## config.mk

```make
export PLATFORM = sky130hd
export DESIGN_NAME = zube_fifo_mailbox
export DESIGN_NICKNAME = d
export VERILOG_FILES = /design/src/rtl/zube_fifo_mailbox.sv
export SDC_FILE = /design/constraint.sdc
export NUM_CORES = 1
export LEC_CHECK = 0
export BUFFER_PORTS_ARGS = -buffer_cell sky130_fd_sc_hd__buf_2
export CORE_ASPECT_RATIO = 1.1
export CORE_MARGIN = 10
export CORE_UTILIZATION = 55
export DETAILED_ROUTE_END_ITERATION = 8
export PLACE_DENSITY = 0.88
export SLEW_MARGIN = 20
export SYNTH_ARGS = -nofsm -noshare
export SYNTH_HDL_FRONTEND = slang
export SYNTH_SLANG_ARGS = --single-unit
```

## constraint.sdc

```tcl
create_clock -name clk -period 6.2 [get_ports clk]
set_input_delay 1.86 -clock clk [delete_from_list [all_inputs] [get_ports clk]]
set_output_delay 1.86 -clock clk [all_outputs]
set_load 0.01 [all_outputs]
```

## src/rtl/zube_fifo_mailbox.sv

```systemverilog
// -----------------------------------------------------------------------------
// zube_fifo_mailbox
//
// Z80 <-> Caravel mailbox built from two byte FIFOs:
//   H2Z : written by the Wishbone host (DATA), read by the Z80 (port base+0)
//   Z2H : written by the Z80 (port base+0), read by the Wishbone host (DATA)
// Sticky error flags, level status, a maskable level IRQ and a relocatable
// Z80 I/O port base. The block drives its own pad output-enables.
//
// Optional feature macro: ZUBE_FIFO_THRESH_EN
//   defined   : THRESH register (+12) and IRQ_EN[2] threshold source exist
//   undefined : +12 is acked, reads 0, ignores writes; IRQ_EN[2] reads 0
//
// Ports:
//   clk          sole clock (Wishbone clock)
//   reset_b      asynchronous active-low reset
//   io_in[27:0]  [7:0] Z80 addr, [15:8] Z80 data in, [16] wr_b, [17] rd_b
//   io_out[27:0] [15:8] Z80 data out, [18] bus_dir, other bits 0
//   io_oeb[27:0] [15:8] driven while bus_dir, [18] always driven, others input
//   wb_*         classic Wishbone slave; DATA +0, STATUS +4, IRQ_EN +8,
//                THRESH +12 relative to BASE_ADDRESS
//   irq_out      registered OR of enabled interrupt sources
// -----------------------------------------------------------------------------

// Byte FIFO with level counter. Overflow/underflow are single-cycle pulses
// reporting a rejected push (full) or a rejected pop (empty); both use the
// pre-cycle state, so a full FIFO rejects a push even while popping and an
// empty FIFO rejects a pop even while pushing.
module zube_fifo_mailbox_fifo #(
  parameter int DEPTH = 8,
  parameter int LW    = $clog2(DEPTH) + 1
) (
  input  logic          clk,
  input  logic          reset_b,
  input  logic          push,
  input  logic [7:0]    push_data,
  input  logic          pop,
  output logic [7:0]    head,
  output logic [LW-1:0] level,
  output logic          empty,
  output logic          full,
  output logic          overflow,
  output logic          underflow
);
  localparam int AW = $clog2(DEPTH);

  logic [7:0]    mem [DEPTH];
  logic [AW-1:0] wr_ptr;
  logic [AW-1:0] rd_ptr;
  logic          push_ok;
  logic          pop_ok;

  assign empty     = (level == '0);
  assign full      = (level == LW'(DEPTH));
  assign push_ok   = push & ~full;
  assign pop_ok    = pop & ~empty;
  assign overflow  = push & full;
  assign underflow = pop & empty;
  assign head      = mem[rd_ptr];

  // NOTE: storage has no reset on purpose; emptiness is defined by the
  // pointers and level, so a reset discards contents without clearing RAM.
  always_ff @(posedge clk) begin
    if (push_ok) mem[wr_ptr] <= push_data;
  end

  // NOTE: state registers use non-blocking assignments so every flop samples
  // pre-edge values regardless of statement order.
  always_ff @(posedge clk or negedge reset_b) begin
    if (!reset_b) begin
      wr_ptr <= '0;
      rd_ptr <= '0;
      level  <= '0;
    end else begin
      // Power-of-two depth: pointers wrap by natural overflow.
      if (push_ok) wr_ptr <= wr_ptr + AW'(1);
      if (pop_ok)  rd_ptr <= rd_ptr + AW'(1);
      case ({push_ok, pop_ok})
        2'b10:   level <= level + LW'(1);
        2'b01:   level <= level - LW'(1);
        default: level <= level;
      endcase
    end
  end
endmodule

module zube_fifo_mailbox #(
  parameter logic [31:0] BASE_ADDRESS  = 32'h3000_0000,
  parameter logic [7:0]  Z80_PORT_BASE = 8'h80,
  parameter int          DEPTH         = 8
) (
  input  logic        clk,
  input  logic        reset_b,
  input  logic [27:0] io_in,
  output logic [27:0] io_out,
  output logic [27:0] io_oeb,
  input  logic        wb_cyc_in,
  input  logic        wb_stb_in,
  input  logic        wb_we_in,
  input  logic [31:0] wb_addr_in,
  input  logic [31:0] wb_data_in,
  output logic        wb_ack_out,
  output logic [31:0] wb_data_out,
  output logic        irq_out
);
  localparam int LW = $clog2(DEPTH) + 1;

  typedef enum logic [1:0] {
    REG_DATA   = 2'd0,
    REG_STATUS = 2'd1,
    REG_IRQ_EN = 2'd2,
    REG_THRESH = 2'd3
  } reg_sel_e;

  // ---------------------------------------------------------------------------
  // Z80 bus synchronisation. Address and data travel through the same two-flop
  // pipeline as the strobes, so the copy seen at a synchronised edge is the
  // one that was on the bus when the strobe itself was sampled.
  // ---------------------------------------------------------------------------
  logic [1:0] rd_sync;
  logic [1:0] wr_sync;
  logic       rd_prev;
  logic       wr_prev;
  logic [7:0] addr_s1, addr_s2;
  logic [7:0] data_s1, data_s2;

  always_ff @(posedge clk or negedge reset_b) begin
    if (!reset_b) begin
      // Strobes idle high so leaving reset never fakes an edge.
      rd_sync <= 2'b11;
      wr_sync <= 2'b11;
      rd_prev <= 1'b1;
      wr_prev <= 1'b1;
      addr_s1 <= '0;
      addr_s2 <= '0;
      data_s1 <= '0;
      data_s2 <= '0;
    end else begin
      rd_sync <= {rd_sync[0], io_in[17]};
      wr_sync <= {wr_sync[0], io_in[16]};
      rd_prev <= rd_sync[1];
      wr_prev <= wr_sync[1];
      addr_s1 <= io_in[7:0];
      addr_s2 <= addr_s1;
      data_s1 <= io_in[15:8];
      data_s2 <= data_s1;
    end
  end

  logic rd_fall, rd_rise, wr_rise;
  logic z_port_data, z_port_stat;

  assign rd_fall     = rd_prev & ~rd_sync[1];
  assign rd_rise     = ~rd_prev & rd_sync[1];
  assign wr_rise     = ~wr_prev & wr_sync[1];
  assign z_port_data = (addr_s2 == Z80_PORT_BASE);
  assign z_port_stat = (addr_s2 == Z80_PORT_BASE + 8'd1);

  // ---------------------------------------------------------------------------
  // Wishbone decode. One transfer per ack: a request is only taken while ack
  // is low, which also enforces the idle cycle between back-to-back acks.
  // ---------------------------------------------------------------------------
  logic [31:0] wb_offset;
  logic        wb_hit;
  logic        wb_xfer;
  reg_sel_e    reg_sel;

  assign wb_offset = wb_addr_in - BASE_ADDRESS;
  assign wb_hit    = (wb_offset[31:4] == '0) && (wb_offset[1:0] == 2'b00);
  assign wb_xfer   = wb_cyc_in & wb_stb_in & wb_hit & ~wb_ack_out;
  assign reg_sel   = reg_sel_e'(wb_offset[3:2]);

  // ---------------------------------------------------------------------------
  // FIFOs
  // ---------------------------------------------------------------------------
  logic          h2z_push, h2z_pop, z2h_push, z2h_pop;
  logic [7:0]    h2z_head, z2h_head;
  logic [LW-1:0] h2z_level, z2h_level;
  logic          h2z_empty, h2z_full, h2z_ovf, h2z_udf;
  logic          z2h_empty, z2h_full, z2h_ovf, z2h_udf;

  assign h2z_push = wb_xfer & wb_we_in & (reg_sel == REG_DATA);
  assign z2h_pop  = wb_xfer & ~wb_we_in & (reg_sel == REG_DATA);
  assign h2z_pop  = rd_fall & z_port_data;
  assign z2h_push = wr_rise & z_port_data;

  zube_fifo_mailbox_fifo #(.DEPTH(DEPTH), .LW(LW)) u_h2z (
    .clk       (clk),
    .reset_b   (reset_b),
    .push      (h2z_push),
    .push_data (wb_data_in[7:0]),
    .pop       (h2z_pop),
    .head      (h2z_head),
    .level     (h2z_level),
    .empty     (h2z_empty),
    .full      (h2z_full),
    .overflow  (h2z_ovf),
    .underflow (h2z_udf)
  );

  zube_fifo_mailbox_fifo #(.DEPTH(DEPTH), .LW(LW)) u_z2h (
    .clk       (clk),
    .reset_b   (reset_b),
    .push      (z2h_push),
    .push_data (data_s2),
    .pop       (z2h_pop),
    .head      (z2h_head),
    .level     (z2h_level),
    .empty     (z2h_empty),
    .full      (z2h_full),
    .overflow  (z2h_ovf),
    .underflow (z2h_udf)
  );

  // ---------------------------------------------------------------------------
  // Control/status registers
  // flags: [3] H2Z_OVERFLOW [2] Z2H_OVERFLOW [1] H2Z_UNDERFLOW [0] Z2H_UNDERFLOW
  // ---------------------------------------------------------------------------
  logic [3:0] flags;
  logic [3:0] flag_set;
  logic [3:0] flag_clr;
  logic [2:0] irq_en;
`ifdef ZUBE_FIFO_THRESH_EN
  logic [LW-1:0] thresh;
`endif

  assign flag_set = {h2z_ovf, z2h_ovf, h2z_udf, z2h_udf};
  assign flag_clr = (wb_xfer && wb_we_in && reg_sel == REG_STATUS) ?
                    wb_data_in[31:28] : 4'b0000;

  always_ff @(posedge clk or negedge reset_b) begin
    if (!reset_b) begin
      flags  <= '0;
      irq_en <= '0;
`ifdef ZUBE_FIFO_THRESH_EN
      thresh <= '0;
`endif
    end else begin
      // A new error in the clearing cycle survives the clear.
      flags <= flag_set | (flags & ~flag_clr);
      if (wb_xfer && wb_we_in && reg_sel == REG_IRQ_EN) begin
`ifdef ZUBE_FIFO_THRESH_EN
        irq_en <= wb_data_in[2:0];
`else
        irq_en <= {1'b0, wb_data_in[1:0]};
`endif
      end
`ifdef ZUBE_FIFO_THRESH_EN
      if (wb_xfer && wb_we_in && reg_sel == REG_THRESH) thresh <= wb_data_in[LW-1:0];
`endif
    end
  end

  logic [31:0] status_word;
  logic [31:0] rdata;

  // NOTE: every combinational output gets a default first, so no path
  // through the block can leave it unassigned and infer a latch.
  always_comb begin
    status_word             = '0;
    status_word[LW-1:0]     = z2h_level;
    status_word[16 +: LW]   = h2z_level;
    status_word[31:28]      = flags;

    rdata = '0;
    case (reg_sel)
      REG_DATA:   rdata = z2h_empty ? 32'h0 : {24'h0, z2h_head};
      REG_STATUS: rdata = status_word;
      REG_IRQ_EN: rdata[2:0] = irq_en;
`ifdef ZUBE_FIFO_THRESH_EN
      REG_THRESH: rdata[LW-1:0] = thresh;
`else
      REG_THRESH: rdata = '0;
`endif
      default:    rdata = '0;
    endcase
  end

  always_ff @(posedge clk or negedge reset_b) begin
    if (!reset_b) begin
      wb_ack_out  <= 1'b0;
      wb_data_out <= '0;
    end else begin
      wb_ack_out  <= wb_xfer;
      wb_data_out <= (wb_xfer && !wb_we_in) ? rdata : 32'h0;
    end
  end

  // ---------------------------------------------------------------------------
  // Interrupt
  // ---------------------------------------------------------------------------
  logic thresh_src;
`ifdef ZUBE_FIFO_THRESH_EN
  assign thresh_src = irq_en[2] && (thresh != '0) && (z2h_level >= thresh);
`else
  assign thresh_src = 1'b0;
`endif

  always_ff @(posedge clk or negedge reset_b) begin
    if (!reset_b) irq_out <= 1'b0;
    else          irq_out <= (irq_en[0] & ~z2h_empty) | (irq_en[1] & h2z_empty) | thresh_src;
  end

  // ---------------------------------------------------------------------------
  // Z80 read data path and bus direction
  // ---------------------------------------------------------------------------
  logic       bus_dir;
  logic [7:0] z_dout;
  logic [7:0] z_status;

  assign z_status = {6'b0, z2h_full, ~h2z_empty};

  always_ff @(posedge clk or negedge reset_b) begin
    if (!reset_b) begin
      bus_dir <= 1'b0;
      z_dout  <= '0;
    end else if (rd_fall && (z_port_data || z_port_stat)) begin
      bus_dir <= 1'b1;
      if (z_port_data) z_dout <= h2z_empty ? 8'h00 : h2z_head;
      else             z_dout <= z_status;
    end else if (rd_rise) begin
      bus_dir <= 1'b0;
      z_dout  <= '0;
    end
  end

  assign io_out = {9'b0, bus_dir, 2'b00, z_dout, 8'h00};
  assign io_oeb = {9'h1FF, 1'b0, 2'b11, {8{~bus_dir}}, 8'hFF};

  logic unused_bits;
  assign unused_bits = ^{io_in[27:18], wb_data_in[27:8]};
endmodule

```

==> results of run 1 <==
per-stage QoR:
| stage | area (sq um) | total power, W | utilization | setup slack [ns] |
|---|---|---|---|---|
| after floorplan | 9050 | 0.00165 | - | 1.88 |
| after global routing | 10000 | 0.00298 | 0.637 | 1.67 |
| after global placement | 9340 | 0.00167 | 0.594 | 1.55 |
| final | 10000 | 0.00288 | 0.637 | 1.87 |
| after CTS | 10000 | 0.00290 | 0.636 | 1.86 |
| after detailed placement | 9340 | 0.00167 | 0.594 | 1.33 |
registers in the layout (all words and copies together), names as in the netlist, 8 cells and up:
| register | count |
|---|---|
| addr_s1 | 8 |
| addr_s2 | 8 |
| data_s1 | 8 |
| data_s2 | 8 |
| u_h2z.mem | 64 |
| u_z2h.mem | 64 |
| wb_data_out | 16 |
| z_dout | 8 |
worst paths after layout:
path                                               to  slack, ns                  from
min reg2reg                      data_s2[2]$_DFF_PN0_       0.35  data_s1[2]$_DFF_PN0_
min                              data_s2[2]$_DFF_PN0_       0.35  data_s1[2]$_DFF_PN0_
min in group asynchronous        data_s2[1]$_DFF_PN0_       1.42               reset_b
max reg2reg                 u_z2h.mem[5][5]$_DFFE_PP_       2.92  addr_s2[5]$_DFF_PN0_
max in group asynchronous        wr_sync[1]$_DFF_PN1_       3.83               reset_b
max                        u_h2z.level[2]$_DFFE_PN0P_       1.87        wb_addr_in[30]
power by group:
group | switching, W | internal, W | total, W
clock network | 0.000519 | 0.000718 | 0.00124
registers | 0.0000126 | 0.00156 | 0.00157
logic | 0.0000490 | 0.0000224 | 0.0000713
cell usage in the layout (no fill, tap or decap), drive strengths merged, types with 7 or more instances in the layout:
master	n
and2	8
inv	9
nand2	20
mux2i	16
edfxtp	128
xor2	9
nor4b	7
mux4	32
mux2	8
conb	55
ha	10
clkinv	7
nor2	25
o21ai	8
nor3	10
xnor2	9
nor4	7
buf	109
clkbuf	24
dfrtp	85
metal layers:
metal / global-route usage / share of wire / vias up
met2: 0.279 / 0.52 / 194
met4: 0.0630 / 0.034 / 0
met1: 0.179 / 0.36 / 2361
li1: - / - / 2081
met3: 0.0459 / 0.077 / 55
met5: 0 / 0 / -
logic make-up after synthesis:
logic type | count (synthesis) | synth area share
buffers and inverters | 86 | 0.0642
xor gates and xnor gates | 18 | 0.0178
adders and majority gates | 10 | 0.0141
DFF | 219 | 0.692
muxes | 56 | 0.110
other | 2 | 0.000849
AOI/OAI and AO/OA | 30 | 0.0233
and+or+nand+nor | 110 | 0.0775
final cells by class:
type                       instances  area (sq um)
timing repair buffer             109           568
clock buffer                      24           547
multi-input combinational        279          2370
clock inverter                    13           123
inverter                           9          33.8
tap                              200           250
sequential                       219          6130
fill                            1061          5720
==> results.ini, run 1 <==
[synth]
synth_area_per_cell_sq_um = 16.7
synthCells = 531
yosys_warnings = 0
ys.flop_type = edfxtp_1
yosysSeqAreaShare = 0.692
synthTopCellsByCount = edfxtp_1, dfrtp_1, buf_4
synth_top_area_share = 0.434
yosysMostFrequentCell = edfxtp_1
ys_seq_elements = 219
yosysTopAreaCell = edfxtp_1
synth.area.top_cells = edfxtp_1, dfrtp_1, mux4_2, buf_4, mux2i_1
synth_edf_count = 128
synthDistinctLibCells = 55
syn_area_sq_um = 8850
async_flop_share = 0.416

[clock_network]
clock-sinks = 219
cts_buffers = 21
cts_hold_buf = 0
clk_root_buffer_cell = clkbuf_16
clk_path_buf_depth = 3
postCtsSetupBuffers = 0
cts_resized = 0
cts_max_level = 1
clkSlewWorstSetupHoldPaths_ns = 0.06
cts_tree = yes
clock_latency_ns = 0.49

[floorplan]
rows = 48
pin_count = 187
chipWidth_um = 141
die_y_um = 153
die_area_sq_um = 21600
core_sq_um = 15700
start_util = 0.562

[detailed_routing]
drt_iter0_markers = 373
drtPass1Iterations = 4
drt-vias-per-instance = 5.50
avgRoutedWirePerCell_um = 20.4
drc = 0
drt-total-wl_um = 17400
vias = 4691
ant_nets = 0

[place]
placed_cells = 816
place_hpwl_um = 12000
io_buffers = 101
routabilityCongestion = 0.792

[timing]
rsz0062_at_grt = no
fin_setup_tns_ns = 0
finalCriticalPeriod_ns = 4.33
holdWs_ns = 0.348
hold_viol_final = 0
fmax_mhz = 231
max-slew-margin-rel = 0.380
setup_viol = 0
final.setup_skew_ns = 0.0169
tightestPinTransition_ns = 0.927
fin_crit_sh = 0.698
maxSlewViolCount = 0

[finish]
drive_above_1_share = 0.308
area_growth_pct = 13.2
fin_cells = 853
antenna_cells = 0
fin_nets = 746

[power]
peakVddDrop_mv = 0.249
power.density_nw_per_um2 = 288
p_leak_nw = 4.01

[critical_path]
crit_type = in -> reg
worstPathRequired_ns = 6.57
cpMostUsedCell = xor2_1
path_cells = buf_2 > nor4_2 > nand4_2 > nor4b_4 > and3_4 > inv_1 > ha_1 > xor2_1 > ha_1 > a21oi_1 > xor2_1 > nor2_1 > xor2_1
crit_cells = 13
cp-start-kind = primary input
arrival_ns = 4.70
reg2reg_depth = 5
critPathBufInv = 2
crit_family = simple AND/OR/NAND/NOR gates
critical-path-slowest-cell = nor4b_4
cpPeakStageDelay_ns = 0.65
cp_max_fo = 10
cp-end-kind = flop

[job]
maxCapViolations = 0

[global_route]
grt-ovfl-total = 0
grt_pass1_vias = 5150
grt_max_degree = 55
grt_usage = 0.160
grt_pass1_wl_um = 27600
antenna_found_initial = 0

[worst_hold_path]
holdPathStages = 0
hold_class = reg -> reg

[run_status]
status = finished, final reports clean

(Power assumes the default switching activity.)
==> run 2, diff against run 1 <==
- CORE_UTILIZATION: 55 -> 49
- PLACE_DENSITY: 0.88 -> 0.84
- clock period: 6.2 -> 3.8 ns (I/O delays scaled with it)
==> results.ini, run 2 (synthesis results as in run 1) <==
[run_status]
status = finished, final reports clean

[critical_path]
crit_family = simple AND/OR/NAND/NOR gates
arrival_ns = 3.69
path_cells = buf_2 > nor4_2 > nand4_2 > nor4b_4 > and3_4 > inv_1 > ha_1 > xor2_1 > ha_1 > a21oi_1 > xor2_1 > nor2_1 > xor2_1
cp_max_fo = 5
critical-path-slowest-cell = nor4b_4
worstPathRequired_ns = 4.18
crit_type = in -> reg
cp-end-kind = flop
critPathBufInv = 2
cpMostUsedCell = xor2_1
cpPeakStageDelay_ns = 0.40
cp-start-kind = primary input

[finish]
fin_nets = 763
area_growth_pct = 17.0
drive_above_1_share = 0.323
top_regs = u_h2z.mem (64), u_z2h.mem (64), wb_data_out (16)
final_common_cell = edfxtp_1
final_cell_mix = edfxtp_1, buf_2, dfrtp_1, conb_1, mux4_2
fillCellCount = 1358
antenna_cells = 0

[detailed_routing]
drt-vias-per-instance = 5.18
drc = 0
drt-total-wl_um = 17200
drtPass1Iterations = 6
vias = 4713
drt_iter0_markers = 371
avgRoutedWirePerCell_um = 18.9
ant_nets = 0

[timing]
fin_setup_tns_ns = 0
max-slew-margin-rel = 0.491
finalCriticalPeriod_ns = 3.31
fmax_mhz = 302
fin_crit_sh = 0.871
holdWs_ns = 0.331
rsz0062_at_grt = no
hold_viol_final = 0
setup_viol = 0
final.setup_skew_ns = 0.0289
tightestPinTransition_ns = 0.764
maxSlewViolCount = 0

[power]
peakVddDrop_mv = 0.336
power_w = 0.00513
power.density_nw_per_um2 = 495
p_leak_nw = 4.19

[global_route]
grt_max_degree = 49
antenna_found_initial = 0
grt_usage = 0.142
grt_pass1_vias = 5010
grt-ovfl-total = 0
grt_pass1_wl_um = 27200

[floorplan]
rows = 51
pin_count = 187
chipWidth_um = 148
die_y_um = 161
die_area_sq_um = 23800
core_sq_um = 17700
start_util = 0.499

[place]
routabilityCongestion = 0.787
io_buffers = 101
place_hpwl_um = 12200

[clock_network]
clock-sinks = 219
clk_root_buffer_cell = clkbuf_16
postCtsSetupBuffers = 0
cts_resized = 0
cts_hold_buf = 0
cts_tree = yes
clkSlewWorstSetupHoldPaths_ns = 0.06
clk_path_buf_depth = 3
cts_max_level = 1
cts_buffers = 23
clock_latency_ns = 0.51

[worst_hold_path]
hold_class = reg -> reg

[job]
maxCapViolations = 0

## run 2: metrics by stage
stage	utilization	setup WS (ns)	instance area, sq um	cells
final	0.583	0.490	10300	910
after global routing	0.583	0.335	10300	910
after CTS	0.583	0.547	10300	910
after detailed placement	0.536	0.0608	9510	869
after global placement	0.536	0.218	9510	869
after floorplan	-	0.198	9050	584
## run 2: cell type report
cell class | instances | area, sq um | share of cell area
Sequential cell | 219 | 6130 | 0.592
Clock inverter | 14 | 234 | 0.0226
Tap cell | 238 | 298 | 0.0288
Clock buffer | 27 | 611 | 0.0590
Inverter | 9 | 33.8 | 0.00326
Multi-Input combinational cell | 279 | 2350 | 0.227
Timing Repair Buffer | 124 | 693 | 0.0670
## run 2: routing by layer
layer / vias up / wire [um] / global-route usage
li1: 2112 / - / -
met1: 2371 / 6610 / 0.171
met2: 194 / 8750 / 0.240
met3: 36 / 1470 / 0.0427
met4: 0 / 350 / 0.0424
met5: - / 0 / 0
## run 2: final timing paths
check	start	endpoint	slack, ns	cells past startpoint
max	wb_addr_in[4]	u_h2z.level[2]$_DFFE_PN0P_	0.49	13
min	data_s1[7]$_DFF_PN0_	data_s2[7]$_DFF_PN0_	0.33	0
max reg2reg	addr_s2[5]$_DFF_PN0_	u_h2z.level[2]$_DFFE_PN0P_	0.89	11
min reg2reg	data_s1[7]$_DFF_PN0_	data_s2[7]$_DFF_PN0_	0.33	0
max in group asynchronous	reset_b	rd_sync[1]$_DFF_PN1_	2.41	2
min in group asynchronous	reset_b	data_s2[7]$_DFF_PN0_	0.67	1
## run 2: worst reg2reg max path, stage by stage, from the launching register on
cell and delay, ns:
dfrtp_1 0.35, nor4b_1 0.30, buf_4 0.20, nand4b_1 0.24
nor3_1 0.49, ha_1 0.36, xor2_1 0.12, ha_1 0.20
a21oi_1 0.17, xor2_1 0.17, nor2_1 0.07, xor2_1 0.15
## run 2: where the power goes
group          internal [W]  switching, W
combinational     0.0000383     0.0000807
clock               0.00156      0.000879
sequential          0.00255     0.0000185
total               0.00415      0.000978
==> run 3, diff against run 2 <==
- GPL_ROUTABILITY_DRIVEN: unset -> 0
- RECOVER_POWER: unset -> 100
==> results.ini, run 3 (synthesis results as in run 1) <==
[run_status]
status = finished, violations left
violations = max-capacitance violations, max-slew violations

[detailed_routing]
drtPass1Iterations = 4
ant_nets = 0
drt-vias-per-instance = 5.14
drc = 0
drt-total-wl_um = 17200
drt_iter0_markers = 338
avgRoutedWirePerCell_um = 18.9
vias = 4679

[clock_network]
clk_path_buf_depth = 3
postCtsSetupBuffers = 0
clkSlewWorstSetupHoldPaths_ns = 0.06
clk_root_buffer_cell = clkbuf_16
clock-sinks = 219
cts_max_level = 1
cts_buffers = 23
cts_hold_buf = 0
clock_latency_ns = 0.51
cts_tree = yes
cts_resized = 0

[floorplan]
rows = 51
die_area_sq_um = 23800
pin_count = 187
core_sq_um = 17700
start_util = 0.499
die_y_um = 161
chipWidth_um = 148

[finish]
area_growth_pct = 14.9
final_common_cell = edfxtp_1
final_cell_mix = edfxtp_1, dfrtp_1, clkbuf_1, conb_1, buf_2
drive_above_1_share = 0.211
fin_cells = 910
final_cell_area_sq_um = 10200
antenna_cells = 0
top_regs = u_h2z.mem (64), u_z2h.mem (64), wb_data_out (16)
fin_nets = 763

[critical_path]
arrival_ns = 3.75
crit_type = in -> reg
cp-end-kind = flop
cpPeakStageDelay_ns = 0.39
critical-path-slowest-cell = nor4b_4
cp-start-kind = primary input
cpMostUsedCell = xor2_1
r2r_setup_slack_ns = 0.49
path_cells = buf_2 > nor4_1 > nand4_1 > nor4b_4 > and3_1 > inv_1 > ha_1 > xor2_1 > ha_1 > a21oi_1 > xor2_1 > nor2_1 > xor2_1
worstPathRequired_ns = 4.18
cp_max_fo = 5

[global_route]
met3_usage = 0.0427
grt-ovfl-total = 0
grt_pass1_wl_um = 27200
grt_usage = 0.142
grt_use_met1 = 0.171
grt_max_degree = 49
met2_usage = 0.240
grt_pass1_vias = 5010
top_usage_layer = met2
antenna_found_initial = 0

[timing]
maxSlewViolCount = 48
fmax_mhz = 297
hold_viol_final = 0
finalCriticalPeriod_ns = 3.37
fin_crit_sh = 0.887
fin_setup_tns_ns = 0
max-slew-margin-rel = -0.823
final.setup_skew_ns = 0.0283
setup_viol = 0
rsz0062_at_grt = no
tightestPinTransition_ns = 2.73

[place]
io_buffers = 101
placed_cell_area_sq_um = 9510
placed_cells = 869
place_hpwl_um = 12200

[job]
maxCapViolations = 1

[power]
peakVddDrop_mv = 0.335
p_leak_nw = 3.89
power.density_nw_per_um2 = 503

[worst_hold_path]
hold_class = reg -> reg

run 3: worst paths after layout:
kind / start / end / depth (start not counted)
max: wb_addr_in[30] / u_h2z.level[2]$_DFFE_PN0P_ / 13
min: data_s1[7]$_DFF_PN0_ / data_s2[7]$_DFF_PN0_ / 0
max reg2reg: addr_s2[5]$_DFF_PN0_ / u_z2h.mem[5][4]$_DFFE_PP_ / 7
min reg2reg: data_s1[7]$_DFF_PN0_ / data_s2[7]$_DFF_PN0_ / 0
max in group asynchronous: reset_b / addr_s1[4]$_DFF_PN0_ / 1
min in group asynchronous: reset_b / data_s2[7]$_DFF_PN0_ / 1
run 3: per-layer routing:
layer / routed length [um] / vias to the layer above / part of all wire
met4: 357 / 0 / 0.021
met3: 1500 / 37 / 0.087
met5: 0 / - / 0
met2: 8750 / 187 / 0.51
met1: 6590 / 2345 / 0.38
li1: - / 2110 / -
run 3: cell type report:
type | instances | area, sq um
Clock buffer | 27 | 611
Timing Repair Buffer | 124 | 558
Fill cell | 1418 | 7570
Inverter | 9 | 33.8
Clock inverter | 14 | 234
Sequential cell | 219 | 6130
Tap cell | 238 | 298
Multi-Input combinational cell | 279 | 2310
run 3: per-stage QoR:
stage                     hold slack [ns]  worst slack, ns  total power (W)   util
after floorplan                     0.331            0.198          0.00269      -
after global routing                0.353            0.227          0.00529  0.573
final                               0.329            0.431          0.00512  0.573
after global placement              0.333            0.218          0.00272  0.536
after CTS                           0.336            0.547          0.00517  0.583
after detailed placement            0.335           0.0608          0.00273  0.536
run 3: critical path, delay by kind of cell:
family                     cells  cell delay, ns
and+or+nand+nor                5            1.27
buffers and inverters          2            0.19
xor gates and xnor gates       3            0.50
adders and majority gates      2            0.46
AOI/OAI and AO/OA              1            0.17
run 3: where the power goes:
group / switching, W / leakage (nW) / internal, W / total, W
Combinational: 0.0000793 / 1.16 / 0.0000356 / 0.000115
Clock: 0.000877 / 0.411 / 0.00156 / 0.00244
Sequential: 0.0000184 / 2.31 / 0.00255 / 0.00257
Total: 0.000974 / 3.89 / 0.00414 / 0.00512
